$ cat src/rtl/bounce_seq_ctrl.sv
// Step-rate sequencer for the bouncing one-hot shift register: paces sr_ena,
// counts TC rises and stops after the programmed number of bounce periods.
module bounce_seq_ctrl #(
  parameter int DIV_W = 16,
  parameter int PER_W = 8
) (
  input  logic             clk,
  input  logic             rstna,
  input  logic             start,
  input  logic             abort,
  input  logic             hold,
  input  logic [DIV_W-1:0] cfg_div,
  input  logic [PER_W-1:0] cfg_periods,
  input  logic             sr_tc,
  output logic             sr_ena,
  output logic             busy,
  output logic             done,
  output logic [PER_W-1:0] periods_done
);

  typedef enum logic [1:0] {IDLE, RUN, DONE} state_t;

  localparam logic [DIV_W-1:0] ONE_D = DIV_W'(1);
  localparam logic [PER_W-1:0] ONE_P = PER_W'(1);

  state_t           state, state_nxt;
  logic [DIV_W-1:0] presc, presc_nxt;
  logic [DIV_W-1:0] div_sh, div_sh_nxt, div_eff;
  logic [PER_W-1:0] per_sh, per_sh_nxt;
  logic [PER_W-1:0] cnt_nxt;
  logic             ena_nxt;
  logic             sr_tc_q;
  logic             tc_rise;

  assign tc_rise = sr_tc & ~sr_tc_q;
  assign div_eff = (div_sh == '0) ? ONE_D : div_sh;
  assign busy    = (state == RUN);
  assign done    = (state == DONE);

  always_comb begin
    state_nxt  = state;
    presc_nxt  = presc;
    ena_nxt    = 1'b0;
    cnt_nxt    = periods_done;
    div_sh_nxt = div_sh;
    per_sh_nxt = per_sh;
    case (state)
      IDLE: begin
        if (start) begin
          div_sh_nxt = cfg_div;
          per_sh_nxt = cfg_periods;
          cnt_nxt    = '0;
          presc_nxt  = '0;
          state_nxt  = (cfg_periods == '0) ? DONE : RUN;
        end
      end
      RUN: begin
        if (abort) begin
          state_nxt = IDLE;
        end else begin
          if (tc_rise && (periods_done != '1))
            cnt_nxt = periods_done + ONE_P;
          // The final TC rise ends the run before another step can be issued.
          if (tc_rise && (cnt_nxt == per_sh)) begin
            state_nxt = DONE;
          end else if (!hold) begin
            if (presc == div_eff) begin
              presc_nxt = '0;
              ena_nxt   = 1'b1;
            end else begin
              presc_nxt = presc + ONE_D;
            end
          end
        end
      end
      DONE:    state_nxt = IDLE;
      default: state_nxt = IDLE;
    endcase
  end

  always_ff @(posedge clk or negedge rstna) begin
    if (!rstna) begin
      state        <= IDLE;
      sr_ena       <= 1'b0;
      periods_done <= '0;
      presc        <= '0;
      sr_tc_q      <= 1'b0;
    end else begin
      state        <= state_nxt;
      sr_ena       <= ena_nxt;
      periods_done <= cnt_nxt;
      presc        <= presc_nxt;
      sr_tc_q      <= sr_tc;
    end
  end

  // Shadow config is only meaningful after an accepted start, so it carries no reset.
  always_ff @(posedge clk) begin
    div_sh <= div_sh_nxt;
    per_sh <= per_sh_nxt;
  end

endmodule

$ cat config.mk
export PLATFORM = sky130hd
export DESIGN_NAME = bounce_seq_ctrl
export DESIGN_NICKNAME = d
export VERILOG_FILES = /design/src/rtl/bounce_seq_ctrl.sv
export SDC_FILE = /design/constraint.sdc
export NUM_CORES = 1
export LEC_CHECK = 0
export BUFFER_PORTS_ARGS = -buffer_cell sky130_fd_sc_hd__buf_2
export CAP_MARGIN = 20
export CORE_MARGIN = 3
export CORE_UTILIZATION = 40
export CTS_CLUSTER_SIZE = 20
export DETAILED_ROUTE_END_ITERATION = 16
export GPL_TIMING_DRIVEN = 1
export SLEW_MARGIN = 40
export SYNTH_ARGS = -nofsm -noshare
export SYNTH_HDL_FRONTEND = slang
export SYNTH_SLANG_ARGS = --single-unit
$ cat constraint.sdc
create_clock -name clk -period 7.6 [get_ports clk]
set_clock_uncertainty 0.15 [all_clocks]
set_input_delay 0.76 -clock clk [delete_from_list [all_inputs] [get_ports clk]]
set_output_delay 0.76 -clock clk [all_outputs]
set_load 0.02 [all_outputs]
==> metrics.txt, run 1 <==
status finished clean; leak pwr 1.46 nW; vias in the first global route around 2300; PortBufs 40; post-synthesis sequential area ratio 45.8%; Clock Sinks between 50 and 60; Post-synth EDFFs 24; grt ovf 0; Worst path max stage delay between 0.7 and 0.8 ns; reg-to-reg startpoint periods_done[0]; Clock Power Share between 20% and 30%; drc violations 0; die outline width ~94 microns; register bit total from synthesis 52; Switching Power around 0.16 mW; first-pass GRT wire length around 12000 microns; Max Cap Violations 0; CP required approximately 7.7 ns; clk buf depth 2; Pint a little over 0.4 mW; dpl hpwl about 5400 microns; Comb power frac between 10% and 20%; Critical Path Sink Type flip-flop; share of layout cells above drive strength 1 20.1%; most frequent cells in the layout buf_2 (40), nor2_1 (29), dfrtp_1 (28), edfxtp_1 (24), and3_1 (19); RSZ-0062 raised after global routing false; Crit path max-delay family simple AND/OR/NAND/NOR gates; Post-DRT Antenna Nets 0; CP Buf/Inv Count 0; Synth-to-Final Area Change 10.4%; Die ar. ~8900 sq um; first-pass detailed-route iteration total 5; count of cell types in the netlist 67; DR vias 2542; row count 31; Crit. Startpoint periods_done[0]; P per Cell Area 168 nW/um^2; setup violators final 0; Critical Path Sink presc[0]; Crit path arrival time ~3.6 ns; critical path depth 8; largest net degree at the start of global routing 29; antenna fix cells 0; CP Max Fanout 14; GPL Wtd Cong between 0.9 and 1; Global Route Usage Sum approximately 17%; final setup TNS 0 ns; final hold vios 0; clk_lat worst skew 0.31 ns; r2r endpoint presc[0]; H-tree depth 2; Worst-path clk slew approximately 0.1 ns; Post-CTS Setup Inserts 0; Initial Utilization between 40% and 50%; post_cts resized 0; Tcrit/Tclk final between 40% and 50%; Sw Share 28.4%; crit path kind reg -> reg; commonest non-fill, non-tap cell in the layout buf_2; hold crit path type reg -> reg; 1st-iter DRT viols roughly 310; R2R setup slack 4.14 ns; Mapped Cells around 300; IO Pins slightly above 40; number of antenna violations at the first check in global routing 0; Mapped Area 3110 sq um; Pwr Total ~0.58 mW; Yosys warning total 0; DRT Wirelength between 7000 and 8000 microns; dpl cells roughly 420; sequential power share 58.0%; CTS tree yes; Synth Net Count roughly 330; Worst-Margin Slew between 0.8 and 0.9 ns; Slew Limit Fails 0; critical path startpoint category flip-flop; Async S/R FF share, synth around 54%; Root Driver clkbuf_8; total CTS buffers 5; relative slew slack between 40% and 50%; die height roughly 94 microns; Core ar. 7410 sq um; Finished Layout Cells approximately 430; Post-Syn Area per Cell ~10 sq um; cells along the critical path ha_1 > and4_1 > a21o_1 > a21oi_1 > a211oi_1 > nor4_4 > nor4b_4 > mux2_2; Top FF cell, synth dfrtp_1; fmax about 0.29 GHz; reg2reg path depth 8; Hold-fix buffers, CTS 0; fin crit period 3.46 ns; VDD IR max approximately 0.000086 V; via/cell ratio approximately 5.9; Final #Nets roughly 360; WL per Instance approximately 17 microns; slowest cell on the critical path nor4b_4
## per-layer routing
layer | vias to the layer above | routed length [microns] | GRT usage, %
met1 | 1206 | 3590 | 26.8
met3 | 11 | 460 | 2.64
li1 | 1225 | - | -
met4 | 0 | 144 | 5.90
met2 | 100 | 3140 | 24.3
met5 | - | 0 | 0
## kinds of logic (layout without fill, tap and decap cells)
logic type | count (synthesis) | in the layout | share of synthesized area (%)
simple gates | 135 | 135 | 25.7
flops | 52 | 52 | 45.8
compound gates | 69 | 69 | 17.9
buf+inv | 19 | 53 | 3.42
mux | 3 | 3 | 1.05
fa+ha+maj | 2 | 2 | 0.806
xor+xnor | 19 | 19 | 5.36
## stage by stage
stage	setup WS, ns	hold slack [ns]	cell area (sq um)	util [%]
floorplan	4.60	0.277	3110	-
global placement	4.24	0.307	3340	45.1
detailed placement	4.20	0.311	3340	45.1
CTS	4.18	0.326	3430	46.3
global route	3.92	0.343	3430	46.3
finish	4.14	0.324	3430	46.3
## worst min path at each step
stage	start	end	slack, ns	depth (start not counted)
finish	state[1]	state[1]	0.32	1
global route	state[1]	state[1]	0.34	1
CTS	state[1]	state[1]	0.33	1
detailed placement	state[1]	state[1]	0.31	1
global placement	state[1]	state[1]	0.31	1
floorplan	state[1]	state[1]	0.28	1
## area by class of cell
type	instances	area, sq um
sequential	52	1420
clock buffer	6	72.6
fill	713	3980
clock inverter	2	13.8
tap	99	124
timing repair buffer	40	200
multi-input combinational	228	1580
inverter	5	18.8
## state kept, by name, summed over array words and instances, names as in the netlist
name / flops
per_sh: 8
periods_done: 8
sr_ena: 1
sr_tc_q: 1
presc: 16
div_sh: 16
state: 2
## worst register-to-register path, stage by stage (launching register included)
cell and delay (ns):
dfrtp_1 0.46, ha_1 0.42, and4_1 0.49, a21o_1 0.17, a21oi_1 0.06, a211oi_1 0.51
nor4_4 0.13, nor4b_4 0.76, mux2_2 0.28
## synth_stat cells, drive strengths merged, types with 2 or more instances
master | instances | area share (%)
a211o | 2 | 0.56
a211oi | 3 | 0.73
a21bo | 2 | 0.64
a21boi | 2 | 0.48
a21o | 2 | 0.48
a21oi | 9 | 1.6
a221o | 11 | 3.5
a31oi | 5 | 1.0
a32o | 2 | 0.64
and2 | 4 | 0.81
and3 | 19 | 3.8
and3b | 2 | 0.56
buf | 10 | 2.3
clkbuf | 4 | 0.48
dfrtp | 28 | 23
edfxtp | 24 | 23
ha | 2 | 0.81
inv | 5 | 0.60
mux2 | 2 | 0.73
nand2 | 14 | 1.7
nand2b | 8 | 1.6
nand3 | 9 | 1.5
nand3b | 3 | 0.73
nand4 | 8 | 1.8
nand4b | 2 | 0.77
nor2 | 29 | 3.5
nor3 | 9 | 1.6
nor4 | 11 | 2.7
nor4b | 3 | 1.3
o2111ai | 4 | 1.3
o211ai | 2 | 0.64
o21a | 2 | 0.52
o21ai | 11 | 1.8
or2 | 3 | 0.60
or3 | 3 | 0.60
or4 | 4 | 0.97
xnor2 | 7 | 2.0
xor2 | 12 | 3.4
## power by group through the flow
stage / combinational, mW / clock (mW) / sequential (mW)
after floorplan: 0.0569 / 0 / 0.336
after global placement: 0.0813 / 0 / 0.341
after detailed placement: 0.0827 / 0 / 0.340
after CTS: 0.0830 / 0.164 / 0.334
after global routing: 0.0910 / 0.175 / 0.337
final: 0.0821 / 0.161 / 0.334
(Power assumes the default switching activity.)
==> inputs of run 2 (changes only) <==
- ABC_AREA: not set -> 1
- clock period: 7.6 -> 3.45 ns (I/O delays scaled with it)
==> metrics.txt, run 2 <==
vias in the first global route 2591 (+11%); PortBufs 40 (unchanged); sequential power share 47.8% (-10 points); DRT Wirelength 7420 microns (+1.2%); leak pwr 1.62 nW (+11%); post_cts resized 0 (unchanged); fin crit period 2.66 ns (-0.799 ns); hold crit path type in -> reg; top-area cell type share of the netlist area 22.2% (-1.0 points); Switching Power 0.608 mW (+270%); Die ar. 9250 sq um (+4.4%); crit path kind reg -> reg; met2 wire length 3260 microns (+4.0%); dpl hpwl 5670 microns (+5.0%); Pwr Total 1.71 mW (+200%); Worst-path clk slew 0.10 ns (about the same); Crit path arrival time 2.76 ns (-0.81 ns); Synth-to-Final Area Change 12.6%; Post-synth EDFFs 24 (unchanged); total CTS buffers 5 (unchanged); Pint 1.10 mW (+170%); CP Max Fanout 17 (+3); VDD IR max 0.000209 V (+140%); IO Pins 41 (unchanged); # fillers 780 (+9.4%); 1st-iter DRT viols 200 (-34%); Max Cap Violations 0 (unchanged); largest area contributor in the netlist edfxtp_1; GPL Wtd Cong 0.934 (+1.9%); largest net degree at the start of global routing 29 (unchanged); Global Route Usage Sum 17.4% (+0.039 points); WL per Instance 13.2 microns (-22%); Core ar. 7810 sq um (+5.4%); Final #Nets 489 (+34%); final setup TNS 0 ns (unchanged); Post-Syn Area per Cell 7.82 sq um (-25%); Post-DRT Antenna Nets 0 (unchanged); count of cell types in the netlist 33 (-51%); drc violations 0 (unchanged); H-tree depth 2 (unchanged); clk buf depth 2 (unchanged); top sig layer met4; most frequent cells in the layout nand2_1 (102), nor2_1 (52), inv_1 (45), buf_2 (40), nand3_1 (35); grt ovf 0 (unchanged); most area-consuming cells after synthesis edfxtp_1 (22%), dfrtp_1 (22%), nand2_1 (12%), nor2_1 (6.1%), nand4_1 (6.0%); top post-synthesis cells by count nand2_1 (102), nor2_1 (53), inv_1 (45); Post-CTS Setup Inserts 0 (unchanged); register bit total from synthesis 52 (unchanged); via/cell ratio 5.02 (-15%); CP required 3.55 ns (-4.15 ns); P per Cell Area 466 nW/um^2 (+180%); Mapped Area 3250 sq um (+4.7%); Synth Net Count 448 (+35%); Top FF cell, synth dfrtp_1; post-synthesis sequential area ratio 43.7% (-2.1 points); Comb power frac 27.6% (+13 points); Worst-Margin Slew 0.653 ns (-0.163 ns); hold_ws 0.0574 ns (-0.267 ns); Sw Share 35.6% (+7.2 points); RSZ-0062 raised after global routing false; final hold vios 0 (unchanged); relative slew slack 56.5% (+11 points); Met1 Wirelength 3630 microns (+1.3%); Clock Sinks 52 (unchanged); Largest regs div_sh (16), presc (16); Slew Limit Fails 0 (unchanged); row count 32 (+3.2%); Yosys warning total 0 (unchanged); commonest non-fill, non-tap cell in the layout nand2_1; most common cell in the synthesized netlist nand2_1; die outline width 96.2 microns (+2.2%); antenna fix cells 0 (unchanged); first-pass GRT wire length 12600 microns (+4.2%); CTS tree yes; Critical Path Sink Type flip-flop; share of layout cells above drive strength 1 19.7% (-0.47 points); Mapped Cells 416 (+39%); Met3 Wirelength 391 microns (-15%); Root Driver clkbuf_8; Async S/R FF share, synth 53.8% (unchanged); fmax 0.376 GHz (+30%); clk_lat worst skew 0.31 ns (about the same); Initial Utilization 41.7% (-0.27 points); Clock Power Share 24.5% (-3.3 points); die height 96.2 microns (+2.2%); first-pass detailed-route iteration total 5 (unchanged); Tcrit/Tclk final 77.1% (+32 points); DR vias 2813 (+11%); number of antenna violations at the first check in global routing 0 (unchanged); critical path startpoint category flip-flop; setup violators final 0 (unchanged); status finished clean
[run 2: cell types whose count changed in the layout (fill, tap and decap cells not counted), sizes merged, moves of 8 or more]
cell,previous run,this run
a21oi,9,1
a221o,11,0
and3,19,0
inv,6,48
nand2,14,120
nand2b,8,0
nand3,9,38
nand4,8,32
nor2,29,60
[run 2: layout make-up]
| type | count | area (sq um) | share of cell area, % |
|---|---|---|---|
| clock buffers | 6 | 72.6 | 1.98 |
| clock inverters | 2 | 35.0 | 0.957 |
| inverters | 48 | 180 | 4.92 |
| multi-input cells | 306 | 1590 | 43.4 |
| flip-flops and latches | 52 | 1420 | 38.8 |
| well taps | 102 | 128 | 3.49 |
| repair buffers | 44 | 235 | 6.43 |
[run 2: cell families after synthesis]
family                   share of synthesized area, %
AND/OR/NAND/NOR                                  39.4
buffers and inverters                            7.50
flip-flops                                       43.7
AO/OA/AOI/OAI                                    4.00
XOR/XNOR                                         4.58
adder cells (fa/ha/maj)                         0.769
[run 2: final timing paths]
check / startpoint / end / slack, ns / cells after the start
max in group asynchronous: rstna / state[1] / 2.28 / 2
max reg2reg: periods_done[1] / presc[11] / 0.79 / 15
max: periods_done[1] / presc[11] / 0.79 / 15
min in group asynchronous: rstna / presc[13] / 0.44 / 2
min: cfg_div[12] / div_sh[12] / 0.06 / 1
min reg2reg: presc[11] / presc[11] / 0.40 / 2
[run 2: what timing repair did]
item | 4_1_cts | 5_1_grt
hold endpoints to repair | 29 | 0
setup endpoints to repair | 0 | 0
hold buffers | 2 | 0
[run 2: critical path: stages, from the launching register on]
cell	delay, ns
dfrtp_1	0.47
ha_1	0.21
inv_1	0.06
nor2_2	0.11
nand2_2	0.19
nand2_2	0.18
inv_2	0.05
nand2_1	0.07
nand2_1	0.08
nand2_1	0.09
nand3_1	0.09
nor2_2	0.13
nand4_4	0.27
nand3_4	0.30
nand2_1	0.08
nand2_1	0.07
[run 2: metrics by stage]
stage,instances,cell area [sq um],setup WS (ns),utilization [%]
4_1_cts,560,3660,0.784,46.9
2_1_floorplan,416,3250,1.15,-
3_5_place_dp,550,3530,0.821,45.3
6_report,560,3660,0.789,46.9
3_3_place_gp,550,3530,0.879,45.3
5_1_grt,560,3660,0.477,46.9
[run 2: power groups by stage]
stage | Clock (mW) | Sequential (mW) | Combinational [mW]
global placement | 0 | 0.829 | 0.469
CTS | 0.431 | 0.815 | 0.473
floorplan | 0 | 0.818 | 0.351
detailed placement | 0 | 0.828 | 0.470
global route | 0.454 | 0.832 | 0.537
finish | 0.419 | 0.816 | 0.471
[run 2: per-layer routing]
metal / global-route usage (%) / vias up
met5: 0 / -
met4: 5.45 / 0
met3: 2.35 / 11
met2: 26.4 / 79
met1: 25.5 / 1259
li1: - / 1464
